$ cat src/rtl/usb_pkg.sv
// Shared types for the USB-to-SD bulk transaction sequencer.
// Holds received/transmitted PID codes, default timing limits and FSM states.
package usb_pkg;

   typedef enum logic [1:0] {
      PID_NONE  = 2'b00,
      PID_IN    = 2'b01,
      PID_OUT   = 2'b10,
      PID_DATA0 = 2'b11
   } rx_pid_t;

   typedef enum logic [1:0] {
      TX_ACK   = 2'b00,
      TX_NACK  = 2'b01,
      TX_DATA0 = 2'b10
   } tx_pid_t;

   localparam int HS_TIMEOUT_DEF = 1024;
   localparam int MAX_RETRY_DEF  = 3;
   localparam int TMR_W_DEF      = 16;

   typedef enum logic [3:0] {
      ST_IDLE,
      ST_OUT_WAIT,
      ST_SD_WR,
      ST_IN_LOAD,
      ST_ACK,
      ST_NACK,
      ST_DATA,
      ST_WAIT_HS,
      ST_FLUSH
   } state_t;

endpackage

$ cat src/rtl/usb_hs_timer.sv
// Handshake timeout counter: saturating TMR_W-bit count with clear/enable.
// Ports: clk, n_rst, clear, enable in; expired out (count==HS_TIMEOUT-1 while enabled).
module usb_hs_timer #(
   parameter int TMR_W      = 16,
   parameter int HS_TIMEOUT = 1024
) (
   input  logic clk,
   input  logic n_rst,
   input  logic clear,
   input  logic enable,
   output logic expired
);

   localparam logic [TMR_W-1:0] LAST = TMR_W'(HS_TIMEOUT - 1);
   localparam logic [TMR_W-1:0] SAT  = '1;

   logic [TMR_W-1:0] cnt;

   always_ff @(posedge clk or negedge n_rst) begin
      if (!n_rst)
         cnt <= '0;
      else if (clear)
         cnt <= '0;
      else if (enable && cnt != SAT)
         cnt <= cnt + TMR_W'(1);
   end

   assign expired = enable && (cnt == LAST);

endmodule

$ cat src/rtl/usb_trans_sequencer.sv
// Bulk-path transaction sequencer: answers host tokens with ACK/NACK/DATA0,
// drives SD read/write requests, and retries DATA0 on missing host ACK.
// Inputs: clk, n_rst, pckt_valid, pckt_rcvd[1:0], send_nack, rcvd_exp_hs,
//   sd_data_ready, sd_write_done, tx_done.
// Outputs: tx_start, tx_pid[1:0], sd_read_req, sd_write_req, ack_packet_rcv,
//   dbuff_clr, busy, retry_cnt[1:0], xfer_err.
module usb_trans_sequencer
   import usb_pkg::*;
#(
   parameter int HS_TIMEOUT = HS_TIMEOUT_DEF,
   parameter int MAX_RETRY  = MAX_RETRY_DEF,
   parameter int TMR_W      = TMR_W_DEF
) (
   input  logic       clk,
   input  logic       n_rst,
   input  logic       pckt_valid,
   input  logic [1:0] pckt_rcvd,
   input  logic       send_nack,
   input  logic       rcvd_exp_hs,
   input  logic       sd_data_ready,
   input  logic       sd_write_done,
   input  logic       tx_done,
   output logic       tx_start,
   output logic [1:0] tx_pid,
   output logic       sd_read_req,
   output logic       sd_write_req,
   output logic       ack_packet_rcv,
   output logic       dbuff_clr,
   output logic       busy,
   output logic [1:0] retry_cnt,
   output logic       xfer_err
);

   localparam logic [1:0] RETRY_MAX = 2'(MAX_RETRY);

   state_t     state;
   logic       tx_first;
   logic [1:0] retry_q;
   logic       err_q;
   logic       ack_q;
   logic       tmr_en;
   logic       tmr_exp;
   logic       tx_ok;

   // Held at zero outside the two waiting states, so each wait starts at 0.
   assign tmr_en = (state == ST_OUT_WAIT) || (state == ST_WAIT_HS);

   usb_hs_timer #(
      .TMR_W      (TMR_W),
      .HS_TIMEOUT (HS_TIMEOUT)
   ) u_tmr (
      .clk     (clk),
      .n_rst   (n_rst),
      .clear   (!tmr_en),
      .enable  (tmr_en),
      .expired (tmr_exp)
   );

   // A tx_done seen in the same cycle as tx_start belongs to an older packet.
   assign tx_ok = tx_done && !tx_first;

   always_ff @(posedge clk or negedge n_rst) begin
      if (!n_rst) begin
         state    <= ST_IDLE;
         tx_first <= 1'b0;
         retry_q  <= 2'd0;
         err_q    <= 1'b0;
         ack_q    <= 1'b0;
      end else begin
         ack_q    <= pckt_valid;
         tx_first <= 1'b0;
         unique case (state)
            ST_IDLE: begin
               if (send_nack) begin
                  state    <= ST_NACK;
                  tx_first <= 1'b1;
               end else if (pckt_valid) begin
                  unique case (rx_pid_t'(pckt_rcvd))
                     PID_IN: begin
                        state   <= ST_IN_LOAD;
                        err_q   <= 1'b0;
                        retry_q <= 2'd0;
                     end
                     PID_OUT: begin
                        state <= ST_OUT_WAIT;
                        err_q <= 1'b0;
                     end
                     PID_DATA0: begin
                        state    <= ST_NACK;
                        tx_first <= 1'b1;
                     end
                     default: ;
                  endcase
               end
            end
            ST_OUT_WAIT: begin
               if (send_nack ||
                   (pckt_valid && pckt_rcvd != PID_DATA0)) begin
                  state    <= ST_NACK;
                  tx_first <= 1'b1;
               end else if (pckt_valid) begin
                  state <= ST_SD_WR;
               end else if (tmr_exp) begin
                  state <= ST_IDLE;
                  err_q <= 1'b1;
               end
            end
            ST_SD_WR: begin
               if (sd_write_done) begin
                  state    <= ST_ACK;
                  tx_first <= 1'b1;
               end
            end
            ST_IN_LOAD: begin
               if (sd_data_ready) begin
                  state    <= ST_DATA;
                  tx_first <= 1'b1;
               end
            end
            ST_ACK:  if (tx_ok) state <= ST_IDLE;
            ST_NACK: if (tx_ok) state <= ST_FLUSH;
            ST_DATA: if (tx_ok) state <= ST_WAIT_HS;
            ST_WAIT_HS: begin
               if (rcvd_exp_hs) begin
                  state   <= ST_FLUSH;
                  retry_q <= 2'd0;
               end else if (tmr_exp || send_nack) begin
                  if (retry_q < RETRY_MAX) begin
                     state    <= ST_DATA;
                     tx_first <= 1'b1;
                     retry_q  <= retry_q + 2'd1;
                  end else begin
                     state <= ST_FLUSH;
                     err_q <= 1'b1;
                  end
               end
            end
            ST_FLUSH: state <= ST_IDLE;
            default:  state <= ST_IDLE;
         endcase
      end
   end

   always_comb begin
      tx_pid = TX_ACK;
      unique case (state)
         ST_NACK: tx_pid = TX_NACK;
         ST_DATA: tx_pid = TX_DATA0;
         default: tx_pid = TX_ACK;
      endcase
   end

   assign tx_start       = tx_first;
   assign sd_read_req    = (state == ST_IN_LOAD);
   assign sd_write_req   = (state == ST_SD_WR);
   assign dbuff_clr      = (state == ST_FLUSH);
   assign busy           = (state != ST_IDLE);
   assign ack_packet_rcv = ack_q;
   assign retry_cnt      = retry_q;
   assign xfer_err       = err_q;

endmodule

$ cat config.mk
export PLATFORM = sky130hd
export DESIGN_NAME = usb_trans_sequencer
export DESIGN_NICKNAME = d
export VERILOG_FILES = /design/src/rtl/usb_pkg.sv /design/src/rtl/usb_hs_timer.sv /design/src/rtl/usb_trans_sequencer.sv
export SDC_FILE = /design/constraint.sdc
export NUM_CORES = 1
export LEC_CHECK = 0
export CAP_MARGIN = 30
export CORE_UTILIZATION = 48
export DETAILED_ROUTE_END_ITERATION = 10
export GPL_ROUTABILITY_DRIVEN = 0
export GPL_TIMING_DRIVEN = 0
export PLACE_DENSITY = 0.7
export SETUP_SLACK_MARGIN = 0.4
export SKIP_CTS_REPAIR_TIMING = 1
export SLEW_MARGIN = 20
export SYNTH_ARGS = -nofsm -noshare
export SYNTH_HDL_FRONTEND = slang
export SYNTH_SLANG_ARGS = --single-unit
$ cat constraint.sdc
create_clock -name clk -period 5.3 [get_ports clk]
set_clock_uncertainty 0.15 [all_clocks]
set_input_delay 1.06 -clock clk [delete_from_list [all_inputs] [get_ports clk]]
set_output_delay 1.06 -clock clk [all_outputs]
set_load 0.05 [all_outputs]
# Word-level counts from Yosys, hierarchy flattened

Index checks and enable logic that the tools add are counted.

Register bits after elaboration: 25
Logic and storage cells: 105
Output and inout bits: 11

Magnitude comparators: 1
Equal/unequal tests: 35
Reduce and logical (&&, ||, !) cells: 16
Muxes and demuxes: 45
Add/sub/neg operators: 2

Operators with widths:

| cell                                                  | count |
|---|---|
| 2-to-1 mux 4 bit                                      | 13 |
| 2-to-1 mux 16 bit                                     | 2 |
| one-hot mux 4 bit (8 select lines)                    | 1 |
| inequality test 2 bit, second input constant          | 15 |
| 2-to-1 mux 1 bit                                      | 18 |
| adder 16 x 1 -> 16 bit, second input constant         | 1 |
| == test 16 x 10 -> 1 bit, second input constant       | 1 |
| == test 4 x 3 -> 1 bit, second input constant         | 4 |
| inequality test 16 bit, second input constant         | 1 |
| 2-to-1 mux 2 bit                                      | 6 |
| one-hot mux 4 bit (3 select lines)                    | 1 |
| AND reduction 10 bit                                  | 1 |
| AND reduction 9 bit                                   | 1 |
| == test 4 x 2 -> 1 bit, second input constant         | 2 |
| one-hot mux 2 bit (2 select lines)                    | 2 |
| inequality test 3 x 2 -> 1 bit, second input constant | 2 |
| AND reduction 6 bit                                   | 1 |
| inequality test 5 x 2 -> 1 bit, second input constant | 1 |
| one-hot mux 1 bit (5 select lines)                    | 1 |
| == test 2 bit, second input constant                  | 2 |
| == test 4 x 1 -> 1 bit, second input constant         | 1 |
| == test 4 bit, second input constant                  | 1 |
| logical AND 1 bit                                     | 4 |
| zero test 4 bit                                       | 1 |
| other kinds (13)                                      | 16 |

# Depth between registers and ports, before layout

Gate-level depths: netlist (run 1).

Depth in word-level cells: 7
Gate-level depth with buffers: 7
Depth with buffers taken out: 7

# Hierarchy

A second synthesis (run 1) with hierarchy kept.

Cells, all modules: 208
Area total of the unflattened synthesis: 1815.5 um^2

By module, submodules not included:

| module              | seq. area each (um^2) | area each (um^2) | cells an instance | times used |
|---|---|---|---|---|
| usb_hs_timer        | 400.4                 | 992.2            | 108               | 1 |
| usb_trans_sequencer | 225.2                 | 823.3            | 100               | 1 |

# Worst setup path before layout (run 1)

OpenSTA, ideal clock, no wires.

Path type: reg-to-output
From: reg state[0]
To: out dbuff_clr
Required time: 4.090 ns
Setup slack: 1.876 ns
Stages on the path, launching flop included: 4
Data arrival time: 2.214 ns
Path through: dfrtp_1 > clkbuf_8 > clkbuf_1 > nor4_1

Cells in the longest elaborated chain, start to end: 1

Ends and longest elaborated chain:

| what                   | line                       | source |
|---|---|---|
| start, declared        | usb_trans_sequencer.sv:36  | `state_t state;` |
| start signal, assigned | usb_trans_sequencer.sv:64  | `state <= ST_IDLE;` |
| start signal, assigned | usb_trans_sequencer.sv:75  | `state <= ST_NACK;` |
| start signal, assigned | usb_trans_sequencer.sv:80  | `state <= ST_IN_LOAD;` |
| == test 4 bit          | usb_trans_sequencer.sv:156 | `assign dbuff_clr = (state == ST_FLUSH);` |
| end, declared          | usb_trans_sequencer.sv:28  | `output logic dbuff_clr,` |

Every way passes these cells.

# Final worst setup path (run 1)

From: reg state[0]
To: out tx_pid[0]

Cells in the longest elaborated chain, start to end: 2
Elaborated cells on any way between the ends: 3
Classes of those cells: eq/ne (2); mux (1)

Ends and longest elaborated chain:

| what                                 | line                       | source |
|---|---|---|
| == test 4 x 3 -> 1 bit               | usb_trans_sequencer.sv:146 | `unique case (state)` |
| one-hot mux 2 bit (2 select lines) * | usb_trans_sequencer.sv:146 |  |
| end, declared                        | usb_trans_sequencer.sv:24  | `output logic [1:0] tx_pid,` |

Mark *: on every way between the ends. The rest lies on a longest branch, timed or not.

==> impl_metrics.prom, run 1 <==
# TYPE chip_impl_metric gauge
chip_impl_metric{name="ir_drop",unit="mV"} 0.240
chip_impl_info{name="reg2reg_end",value="state[1]$_DFFE_PN0P_"} 1
chip_impl_metric{name="die_height",unit="microns"} 62.4
chip_impl_metric{name="period_share",unit="%"} 68.5
chip_impl_metric{name="ctsHtreeMaxLevel",unit=""} 1
chip_impl_metric{name="leakagePower",unit="nW"} 0.852
chip_impl_metric{name="drcViolationCount",unit=""} 0
chip_impl_metric{name="num-nets-final",unit=""} 225
chip_impl_metric{name="power_density",unit="mW/mm^2"} 417
chip_impl_metric{name="whs",unit="ns"} 0.361
chip_impl_metric{name="place_inst",unit=""} 251
chip_impl_info{name="holdCritStartpoint",value="xfer_err$_DFFE_PN0P_"} 1
chip_impl_metric{name="synth_fp_nets",unit=""} 199
chip_impl_metric{name="critical_path_required",unit="ns"} 4.09
chip_impl_metric{name="placementRows",unit=""} 21
chip_impl_metric{name="critical_path_peak_fanout",unit=""} 10
chip_impl_info{name="synth.area.top_cells",value="dfrtp_1 36%, nor2_1 5.4%, xor2_1 4.0%"} 1
chip_impl_info{name="grt_setup_unrepaired",value="no"} 1
chip_impl_info{name="crit_path_end_kind",value="output port"} 1
chip_impl_metric{name="finalPower",unit="uW"} 859
chip_impl_info{name="crit-reg2reg-launch",value="state[2]$_DFFE_PN0P_"} 1
chip_impl_metric{name="final_antenna_violating_net_count",unit=""} 0
chip_impl_metric{name="detailed_place.area",unit="sq mm"} 0.00203
chip_impl_metric{name="synth_async_sr_flop_share",unit="%"} 100
chip_impl_metric{name="ff_latch_count_synth",unit=""} 25
chip_impl_metric{name="drt_iter0_drc",unit=""} 60
chip_impl_info{name="top_ff_cell_synth",value="dfrtp_1"} 1
chip_impl_metric{name="whs_path_depth",unit=""} 2
chip_impl_metric{name="portBuffers",unit=""} 20
chip_impl_metric{name="fmax",unit="GHz"} 0.275
chip_impl_info{name="clock_tree.root_cell",value="clkbuf_4"} 1
chip_impl_metric{name="diodes",unit=""} 0
chip_impl_metric{name="post-place-ws",unit="ns"} 2.01
chip_impl_metric{name="slew_headroom",unit="%"} 65.6
chip_impl_metric{name="initial_utilization",unit="%"} 51.3
chip_impl_info{name="start_kind",value="flop"} 1
chip_impl_metric{name="fin_area",unit="sq mm"} 0.00206
chip_impl_metric{name="max_cap_viol_count",unit=""} 0
chip_impl_metric{name="r2r_slack",unit="ns"} 3.17
chip_impl_metric{name="globalRouteTotalUtil",unit="%"} 20.8
chip_impl_metric{name="clock_latency",unit="ns"} 0.34
chip_impl_info{name="crit_path_cell_trace",value="clkbuf_8 > clkbuf_1 > inv_1 > nor3_1 > clkdlybuf4s50_1"} 1
chip_impl_info{name="timing.critical_path.slowest_stage_cell",value="clkdlybuf4s50_1"} 1
chip_impl_metric{name="synth-edff-count",unit=""} 0
chip_impl_metric{name="gr-usage-met3",unit="%"} 2.19
chip_impl_metric{name="dp_hpwl",unit="microns"} 2760
chip_impl_metric{name="syn_area",unit="sq mm"} 0.00175
chip_impl_metric{name="first_global_vias",unit=""} 1379
chip_impl_metric{name="synth_cell_type_count",unit=""} 55
chip_impl_metric{name="yosysWarningCount",unit=""} 0
chip_impl_metric{name="fillCellCount",unit=""} 308
chip_impl_metric{name="worst_r2r_path_depth",unit=""} 6
chip_impl_metric{name="syn_avg_cell_area",unit="sq um"} 9.53
chip_impl_metric{name="synthesis.instances",unit=""} 184
chip_impl_metric{name="timing_worst_slew_pin_value",unit="ns"} 0.515
chip_impl_info{name="tritoncts",value="yes"} 1
chip_impl_metric{name="final_cells",unit=""} 255
chip_impl_metric{name="grtUsageMet1",unit="%"} 31.3
chip_impl_metric{name="wl_per_cell",unit="microns"} 14.5
chip_impl_metric{name="cts_made_buffers",unit=""} 3
chip_impl_metric{name="arrival_time_of_data_at_the_critical_path_endpoint",unit="ns"} 2.42
chip_impl_metric{name="drt_wl_total",unit="microns"} 3700
chip_impl_metric{name="maximum_number_of_pins_on_one_net_before_global_route_repair",unit=""} 17
chip_impl_metric{name="floorplan_die_width",unit="microns"} 62.4
chip_impl_metric{name="final-hold-violation-count",unit=""} 0
chip_impl_metric{name="floorplan.core_area",unit="sq mm"} 0.00342
chip_impl_metric{name="drt-pass1-iter-count",unit=""} 5
chip_impl_metric{name="clock_tree.buffer_depth",unit=""} 2
chip_impl_metric{name="num_vias",unit=""} 1462
chip_impl_metric{name="final_period_minus_worst_setup_slack",unit="ns"} 3.63
chip_impl_info{name="most_crowded_layer_after_global_routing",value="met2"} 1
chip_impl_metric{name="maxSlewViolCount",unit=""} 0
chip_impl_info{name="setup.worst_path.class",value="flop to output port"} 1
chip_impl_metric{name="layout-drive-gt1-share",unit="%"} 15.3
chip_impl_metric{name="via_per_inst",unit=""} 5.73
chip_impl_metric{name="design.die.area",unit="sq mm"} 0.00390
chip_impl_metric{name="grt_first_pass_wirelength",unit="microns"} 6480
chip_impl_info{name="synth_top_area_cell",value="dfrtp_1"} 1
chip_impl_metric{name="post-route-worst-setup-slack",unit="ns"} 1.67
chip_impl_metric{name="setup-violations-final",unit=""} 0
chip_impl_metric{name="antenna_found_initial",unit=""} 0
chip_impl_metric{name="synth_top_area_share",unit="%"} 35.7
chip_impl_metric{name="timing.critical_path.slowest_cell_delay",unit="ns"} 0.84
chip_impl_info{name="worst_hold_path.endpoint",value="xfer_err$_DFFE_PN0P_"} 1
chip_impl_metric{name="met2_usage",unit="%"} 31.7
chip_impl_metric{name="area_delta_synth_final",unit="%"} 17.3
chip_impl_metric{name="fin_util",unit="%"} 60.2
chip_impl_metric{name="synth_sequential_area_ratio",unit="%"} 35.7
chip_impl_info{name="status",value="finished, final reports clean"} 1
chip_impl_info{name="crit_path_start",value="state[0]$_DFFE_PN0P_"} 1
chip_impl_metric{name="worst_setup_hold_path_clk_slew",unit="ns"} 0.16
chip_impl_metric{name="top_level_ports",unit=""} 21
chip_impl_metric{name="clock_sinks",unit=""} 25
chip_impl_info{name="hold_class",value="flop to flop"} 1
chip_impl_metric{name="fin_tns_setup",unit="ns"} 0
chip_impl_metric{name="grt.overflow.total",unit=""} 0
placed cells by master, fill, tap and decap left out, types with 4 or more instances in the layout:
cell type | synthesis | layout
clkdlybuf4s50_1 | 0 | 20
a21oi_1 | 6 | 6
nand2_1 | 7 | 7
o21ai_0 | 7 | 7
xnor2_1 | 6 | 6
xor2_1 | 8 | 8
ha_1 | 5 | 5
dfrtp_1 | 25 | 25
and2_1 | 5 | 5
nor3_1 | 7 | 7
nand3_1 | 8 | 8
and4_1 | 4 | 4
nor2_1 | 25 | 25
inv_1 | 7 | 7
synthesized netlist by cell type (all sizes together) (3+ instances only):
master / n
xnor2: 6
buf: 6
clkbuf: 7
xor2: 8
o41ai: 3
o21ai: 7
ha: 5
a21oi: 6
mux2: 3
nor3: 9
nand3: 9
mux2i: 3
inv: 7
and2: 5
a31oi: 3
dfrtp: 25
and4: 4
nand2: 7
nor2: 26
nor4: 3
power breakdown:
part	leakage (nW)	total, mW	switching, mW	internal [mW]
sequential	0.335	0.249	0.0278	0.221
clock	0.0183	0.0956	0.0648	0.0308
combinational	0.499	0.514	0.296	0.218
per-layer routing:
metal | up-vias | wire [microns]
met3 | 2 | 161
met4 | 0 | 21
met5 | - | 0
li1 | 719 | -
met1 | 705 | 1780
met2 | 36 | 1730
layout make-up:
cell class | count | area (sq um) | share of cell area, %
plain buffers | 13 | 116 | 5.66
clock buffers | 3 | 22.5 | 1.09
clock inverters | 1 | 8.76 | 0.426
inverters | 7 | 26.3 | 1.28
multi-input cells | 139 | 985 | 47.9
flip-flops and latches | 25 | 626 | 30.4
well taps | 46 | 57.6 | 2.80
repair buffers | 21 | 215 | 10.5
cells by family (layout without fill, tap and decap cells):
kind of cell / count (synthesis) / count (layout) / synth area share [%]
compound gates: 38 / 38 / 17.0
xor+xnor: 14 / 14 / 7.00
fa+ha+maj: 5 / 5 / 3.57
buf+inv: 20 / 45 / 8.14
flops: 25 / 25 / 35.7
mux: 6 / 6 / 4.07
simple gates: 76 / 76 / 24.6
worst max path at each step:
stage	endpoint	slack, ns	cells after the start
finish	tx_pid[0]	1.67	5
global route	tx_pid[0]	1.48	5
CTS	tx_pid[0]	1.65	5
detailed placement	state[3]$_DFFE_PN0P_	2.01	7
global placement	state[3]$_DFFE_PN0P_	2.04	7
floorplan	dbuff_clr	1.88	3
critical path, delay by kind of cell, from the launching register on:
| kind | cells | cell delay (ns) |
|---|---|---|
| buffers and inverters | 4 | 1.52 |
| flip-flops | 1 | 0.36 |
| AND/OR/NAND/NOR | 1 | 0.22 |
sequential cells by signal (all words and copies together), names as in the netlist:
| signal | cells |
|---|---|
| retry_cnt | 2 |
| u_tmr.cnt | 16 |
| tx_start | 1 |
| ack_packet_rcv | 1 |
| state | 4 |
| xfer_err | 1 |
Power figures use the tool's default switching activity.
==> inputs of run 2 (changes only) <==
--- a/config.mk
+++ b/config.mk
@@ -10,7 +10,7 @@
 export DETAILED_ROUTE_END_ITERATION = 10
 export GPL_ROUTABILITY_DRIVEN = 0
 export GPL_TIMING_DRIVEN = 0
-export PLACE_DENSITY = 0.7
+export PLACE_DENSITY = 0.73
 export SETUP_SLACK_MARGIN = 0.4
 export SKIP_CTS_REPAIR_TIMING = 1
 export SLEW_MARGIN = 20
==> constraint.sdc (replaced) <==
create_clock -name clk -period 3.3 [get_ports clk]
set_clock_uncertainty 0.15 [all_clocks]
set_input_delay 0.66 -clock clk [delete_from_list [all_inputs] [get_ports clk]]
set_output_delay 0.66 -clock clk [all_outputs]
set_load 0.05 [all_outputs]
==> run 2 against run 1 <==
Via count up 0.75%. Non-clock buffer count shrank 1. Sequential cell count unchanged. Combinational power is 61% higher. Highest routed layer unchanged. Critical path depth did not move. Register-to-register slack got worse by 2.0 ns. Total power rose by 58%. Cell count fell by 0.39%. Routed wire length grew 2.2%.
==> impl_metrics.prom, run 2 (synthesis gave the netlist of run 1 again) <==
# TYPE chip_impl_metric gauge
chip_impl_metric{name="dp_hpwl",unit="microns"} 2790
chip_impl_metric{name="diodes",unit=""} 0
chip_impl_metric{name="drt_wl_total",unit="microns"} 3780
chip_impl_metric{name="num_vias",unit=""} 1473
chip_impl_metric{name="largest_reg_flops",unit=""} 16
chip_impl_metric{name="ctsHtreeMaxLevel",unit=""} 1
chip_impl_info{name="grt_setup_unrepaired",value="yes"} 1
chip_impl_metric{name="leakagePower",unit="nW"} 0.935
chip_impl_metric{name="placementRows",unit=""} 21
chip_impl_metric{name="cts_made_buffers",unit=""} 3
chip_impl_metric{name="ir_drop",unit="mV"} 0.314
chip_impl_metric{name="fin_tns_setup",unit="ns"} 0
chip_impl_metric{name="clock_sinks",unit=""} 25
chip_impl_metric{name="period_share",unit="%"} 86.2
chip_impl_info{name="layout.cells.most_common_list",value="25 x nor2_1, 25 x dfrtp_1, 13 x clkdlybuf4s50_1"} 1
chip_impl_metric{name="fillCellCount",unit=""} 318
chip_impl_metric{name="grt.overflow.total",unit=""} 0
chip_impl_metric{name="place_inst",unit=""} 250
chip_impl_metric{name="wl_per_cell",unit="microns"} 14.9
chip_impl_info{name="setup.worst_path.class",value="flop to output port"} 1
chip_impl_info{name="largest-register",value="u_tmr.cnt"} 1
chip_impl_metric{name="floorplan_die_width",unit="microns"} 62.4
chip_impl_metric{name="layout-drive-gt1-share",unit="%"} 15.4
chip_impl_metric{name="cp_num_buf_inv",unit=""} 4
chip_impl_metric{name="power_density",unit="mW/mm^2"} 662
chip_impl_metric{name="maxSlewViolCount",unit=""} 0
chip_impl_metric{name="timing_worst_slew_pin_value",unit="ns"} 0.564
chip_impl_metric{name="clock_latency",unit="ns"} 0.31
chip_impl_metric{name="arrival_time_of_data_at_the_critical_path_endpoint",unit="ns"} 2.04
chip_impl_metric{name="worst_setup_hold_path_clk_slew",unit="ns"} 0.13
chip_impl_metric{name="floorplan.core_area",unit="sq mm"} 0.00342
chip_impl_metric{name="via_per_inst",unit=""} 5.80
chip_impl_metric{name="setup-violations-final",unit=""} 0
chip_impl_metric{name="final_period_minus_worst_setup_slack",unit="ns"} 2.85
chip_impl_metric{name="design.die.area",unit="sq mm"} 0.00390
chip_impl_info{name="hold_class",value="input port to asynchronous set/reset pin"} 1
chip_impl_metric{name="slew_headroom",unit="%"} 62.4
chip_impl_metric{name="num-nets-final",unit=""} 224
chip_impl_metric{name="critical_path_required",unit="ns"} 2.49
chip_impl_metric{name="drt_iter0_drc",unit=""} 72
chip_impl_metric{name="critical_path_peak_fanout",unit=""} 10
chip_impl_metric{name="final_antenna_violating_net_count",unit=""} 0
chip_impl_metric{name="final-hold-violation-count",unit=""} 0
chip_impl_metric{name="globalRouteTotalUtil",unit="%"} 20.7
chip_impl_metric{name="final_cells",unit=""} 254
chip_impl_metric{name="top_level_ports",unit=""} 21
chip_impl_metric{name="drt-pass1-iter-count",unit=""} 4
chip_impl_info{name="crit_path_end_kind",value="output port"} 1
chip_impl_info{name="tritoncts",value="yes"} 1
chip_impl_metric{name="timing.critical_path.slowest_cell_delay",unit="ns"} 0.45
chip_impl_metric{name="portBuffers",unit=""} 20
chip_impl_metric{name="max_cap_viol_count",unit=""} 0
chip_impl_metric{name="first_global_vias",unit=""} 1432
chip_impl_metric{name="fmax",unit="GHz"} 0.351
chip_impl_info{name="timing.critical_path.slowest_stage_cell",value="dlymetal6s2s_1"} 1
chip_impl_info{name="status",value="finished, final reports clean"} 1
chip_impl_metric{name="area_delta_synth_final",unit="%"} 17.1
chip_impl_info{name="start_kind",value="flop"} 1
chip_impl_info{name="clock_tree.root_cell",value="clkbuf_4"} 1
chip_impl_metric{name="grt_first_pass_wirelength",unit="microns"} 6430
chip_impl_metric{name="maximum_number_of_pins_on_one_net_before_global_route_repair",unit=""} 26
chip_impl_metric{name="drcViolationCount",unit=""} 0
chip_impl_metric{name="antenna_found_initial",unit=""} 0
chip_impl_metric{name="clock_tree.buffer_depth",unit=""} 2
chip_impl_metric{name="die_height",unit="microns"} 62.4
chip_impl_metric{name="initial_utilization",unit="%"} 51.3
chip_impl_info{name="crit_path_cell_trace",value="clkbuf_8 > clkbuf_1 > inv_1 > nor3_1 > dlymetal6s2s_1"} 1
chip_impl_info{name="crit_family",value="buffers and inverters"} 1
-- run 2: worst reg2reg max path, stage by stage (launching register included) --
cell	delay [ns]
dfrtp_1	0.44
buf_6	0.15
or4_4	0.54
nor3_2	0.22
nor4_2	0.10
o31ai_4	0.11
mux2_4	0.33
-- run 2: path summary, 6_finish.rpt --
kind	from	end	slack (ns)	cells after the start
min	n_rst	state[1]$_DFFE_PN0P_	0.17	1
max in group asynchronous	n_rst	u_tmr.cnt[12]$_DFFE_PN0P_	2.45	1
min in group clk	xfer_err$_DFFE_PN0P_	xfer_err$_DFFE_PN0P_	0.36	2
min reg2reg	xfer_err$_DFFE_PN0P_	xfer_err$_DFFE_PN0P_	0.36	2
max reg2reg	state[2]$_DFFE_PN0P_	state[1]$_DFFE_PN0P_	1.16	6
max	state[0]$_DFFE_PN0P_	tx_pid[0]	0.45	5
-- run 2: layout make-up --
cell class	count	area [sq um]	area share, %
Multi-Input combinational cell	139	991	48.3
Sequential cell	25	626	30.5
Timing Repair Buffer	20	210	10.2
Buffer	13	116	5.67
Tap cell	46	57.6	2.80
Clock buffer	4	26.3	1.28
Inverter	7	26.3	1.28
-- run 2: report_power, final --
part | switching (mW) | internal (mW)
Sequential | 0.0439 | 0.355
Clock | 0.0876 | 0.0472
Combinational | 0.479 | 0.347
-- run 2: metrics by stage --
step | worst slack (ns) | hold WS (ns) | power, mW | area, sq um | util (%)
floorplan | 0.505 | 0.214 | 1.03 | 1760 | -
global route | 0.275 | 0.204 | 1.45 | 2050 | 60.1
detailed placement | 0.365 | 0.327 | 1.23 | 2010 | 58.9
CTS | 0.0228 | 0.175 | 1.37 | 2040 | 59.7
finish | 0.455 | 0.171 | 1.36 | 2050 | 60.1
global placement | 0.420 | 0.326 | 1.21 | 2020 | 59.0
-- run 2: metal layers --
| layer | track usage (%) | wire, microns |
|---|---|---|
| met2 | 36.3 | 1910 |
| met3 | 2.74 | 167 |
| met4 | 6.98 | 57 |
| met1 | 26.1 | 1640 |
| met5 | 0 | 0 |
==> inputs of run 3 (changes only) <==
--- a/config.mk
+++ b/config.mk
@@ -11,6 +11,7 @@
 export GPL_ROUTABILITY_DRIVEN = 0
 export GPL_TIMING_DRIVEN = 0
 export PLACE_DENSITY = 0.73
+export RECOVER_POWER = 25
 export SETUP_SLACK_MARGIN = 0.4
 export SKIP_CTS_REPAIR_TIMING = 1
 export SLEW_MARGIN = 20
==> run 3 against run 2 <==
Sequential power hardly changed. Clock power about the same. Die area unchanged. Total power barely moved. Routed wire length about the same. Highest routed layer unchanged.
==> impl_metrics.prom, run 3 (synthesis gave the netlist of run 1 again) <==
# TYPE chip_impl_metric gauge
chip_impl_info{name="status",value="finished, final reports clean"} 1
chip_impl_metric{name="final_antenna_violating_net_count",unit=""} 0
chip_impl_metric{name="place_inst",unit=""} 250
chip_impl_info{name="hold_class",value="flop to flop"} 1
chip_impl_metric{name="critical_path_required",unit="ns"} 2.49
chip_impl_metric{name="die_height",unit="microns"} 62.4
chip_impl_metric{name="period_share",unit="%"} 86.2
chip_impl_metric{name="share_clk_of_total_power",unit="%"} 9.9
chip_impl_metric{name="internal-power",unit="uW"} 749
chip_impl_metric{name="clock_latency",unit="ns"} 0.31
chip_impl_metric{name="cp_num_buf_inv",unit=""} 4
chip_impl_info{name="tritoncts",value="yes"} 1
chip_impl_metric{name="cts_made_buffers",unit=""} 3
chip_impl_metric{name="grt_first_pass_wirelength",unit="microns"} 6430
chip_impl_metric{name="top_level_ports",unit=""} 21
chip_impl_metric{name="power.switching_fraction",unit="%"} 44.9
chip_impl_metric{name="post-place-ws",unit="ns"} 0.365
chip_impl_metric{name="power_frac_seq",unit="%"} 29.4
chip_impl_metric{name="post-route-worst-setup-slack",unit="ns"} 0.455
chip_impl_metric{name="antenna_found_initial",unit=""} 0
chip_impl_info{name="crit_family",value="buffers and inverters"} 1
chip_impl_metric{name="wl_per_cell",unit="microns"} 14.9
chip_impl_metric{name="floorplan_die_width",unit="microns"} 62.4
chip_impl_metric{name="combinationalPowerShare",unit="%"} 60.7
chip_impl_metric{name="clock_sinks",unit=""} 25
chip_impl_metric{name="whs",unit="ns"} 0.364
chip_impl_metric{name="max_cap_viol_count",unit=""} 0
chip_impl_info{name="layout.cells.most_common_list",value="25 x nor2_1, 25 x dfrtp_1, 13 x clkdlybuf4s50_1"} 1
chip_impl_metric{name="fmax",unit="GHz"} 0.351
chip_impl_info{name="crit_path_end_kind",value="output port"} 1
chip_impl_metric{name="ir_drop",unit="mV"} 0.314
chip_impl_metric{name="fin_tns_setup",unit="ns"} 0
chip_impl_metric{name="power.switching",unit="uW"} 611
chip_impl_metric{name="power_density",unit="mW/mm^2"} 663
chip_impl_metric{name="fillCellCount",unit=""} 319
chip_impl_metric{name="worst_setup_hold_path_clk_slew",unit="ns"} 0.13
chip_impl_metric{name="num-nets-final",unit=""} 224
chip_impl_metric{name="slew_headroom",unit="%"} 9.93
chip_impl_metric{name="arrival_time_of_data_at_the_critical_path_endpoint",unit="ns"} 2.04
chip_impl_metric{name="finalPower",unit="mW"} 1.36
chip_impl_metric{name="leakagePower",unit="nW"} 0.932
chip_impl_metric{name="diodes",unit=""} 0
chip_impl_metric{name="via_per_inst",unit=""} 5.80
chip_impl_metric{name="portBuffers",unit=""} 20
chip_impl_info{name="start_kind",value="flop"} 1
chip_impl_metric{name="final-hold-violation-count",unit=""} 0
chip_impl_metric{name="num_vias",unit=""} 1473
chip_impl_metric{name="layout-drive-gt1-share",unit="%"} 14.9
chip_impl_metric{name="fin_util",unit="%"} 60.1
chip_impl_info{name="crit_path_cell_trace",value="clkbuf_8 > clkbuf_1 > inv_1 > nor3_1 > dlymetal6s2s_1"} 1
chip_impl_metric{name="drcViolationCount",unit=""} 0
chip_impl_metric{name="final_period_minus_worst_setup_slack",unit="ns"} 2.85
chip_impl_metric{name="dp_hpwl",unit="microns"} 2790
chip_impl_metric{name="maximum_number_of_pins_on_one_net_before_global_route_repair",unit=""} 26
chip_impl_info{name="timing.critical_path.slowest_stage_cell",value="dlymetal6s2s_1"} 1
chip_impl_metric{name="maxSlewViolCount",unit=""} 0
chip_impl_metric{name="drt_wl_total",unit="microns"} 3770
chip_impl_metric{name="grt.overflow.total",unit=""} 0
chip_impl_metric{name="first_global_vias",unit=""} 1432
chip_impl_metric{name="largest_reg_flops",unit=""} 16
chip_impl_metric{name="placementRows",unit=""} 21
chip_impl_metric{name="drt_iter0_drc",unit=""} 72
chip_impl_info{name="grt_setup_unrepaired",value="yes"} 1
chip_impl_metric{name="ctsHtreeMaxLevel",unit=""} 1
chip_impl_info{name="setup.worst_path.class",value="flop to output port"} 1
chip_impl_metric{name="setup-violations-final",unit=""} 0
chip_impl_metric{name="detailed_place.area",unit="sq mm"} 0.00201
chip_impl_info{name="largest-register",value="u_tmr.cnt"} 1
chip_impl_metric{name="clock_tree.buffer_depth",unit=""} 2
chip_impl_metric{name="final_cells",unit=""} 254
chip_impl_metric{name="initial_utilization",unit="%"} 51.3
chip_impl_metric{name="critical_path_peak_fanout",unit=""} 10
chip_impl_metric{name="globalRouteTotalUtil",unit="%"} 20.7
chip_impl_metric{name="floorplan.core_area",unit="sq mm"} 0.00342
chip_impl_info{name="clock_tree.root_cell",value="clkbuf_4"} 1
chip_impl_metric{name="design.die.area",unit="sq mm"} 0.00390
chip_impl_metric{name="timing_worst_slew_pin_value",unit="ns"} 1.35
chip_impl_metric{name="timing.critical_path.slowest_cell_delay",unit="ns"} 0.45
chip_impl_metric{name="fin_area",unit="sq mm"} 0.00205
chip_impl_metric{name="drt-pass1-iter-count",unit=""} 4
chip_impl_metric{name="area_delta_synth_final",unit="%"} 17.1
## run 3: layout make-up
cell class                 instances  area, sq um  area share, %
buffer                            13          116           5.67
clock buffer                       4         26.3           1.28
tap                               46         57.6           2.80
multi-input combinational        139          991           48.3
timing repair buffer              20          209           10.2
inverter                           7         26.3           1.28
sequential                        25          626           30.5
## run 3: worst register-to-register path, delay by kind of cell (launching register included)
kind                   cells  cell delay, ns
and+or+nand+nor            3            0.86
DFF                        1            0.44
buffers and inverters      1            0.15
AOI/OAI and AO/OA          1            0.11
muxes                      1            0.33
## run 3: worst paths after layout
kind	startpoint	to	cells after the start	slack (ns)
min in group asynchronous	n_rst	state[1]$_DFFE_PN0P_	1	0.47
max in group asynchronous	n_rst	u_tmr.cnt[12]$_DFFE_PN0P_	1	1.74
max reg2reg	state[2]$_DFFE_PN0P_	state[1]$_DFFE_PN0P_	6	1.16
min	xfer_err$_DFFE_PN0P_	xfer_err$_DFFE_PN0P_	2	0.36
min reg2reg	xfer_err$_DFFE_PN0P_	xfer_err$_DFFE_PN0P_	2	0.36
max	state[0]$_DFFE_PN0P_	tx_pid[0]	5	0.45
## run 3: power by group through the flow
| stage | Clock [mW] | Combinational [mW] | Sequential (mW) |
|---|---|---|---|
| 3_3_place_gp | 0 | 0.813 | 0.400 |
| 4_1_cts | 0.142 | 0.832 | 0.398 |
| 5_1_grt | 0.154 | 0.889 | 0.404 |
| 2_1_floorplan | 0 | 0.567 | 0.465 |
| 6_report | 0.135 | 0.826 | 0.399 |
| 3_5_place_dp | 0 | 0.831 | 0.404 |
## run 3: metal layers
layer | GRT usage (%) | wire [microns] | up-vias | share of wire (%)
met5 | 0 | 0 | - | 0
met4 | 6.98 | 57 | 0 | 1.5
met3 | 2.74 | 166 | 6 | 4.4
met2 | 36.3 | 1910 | 42 | 51
met1 | 26.1 | 1640 | 717 | 43
li1 | - | - | 708 | -
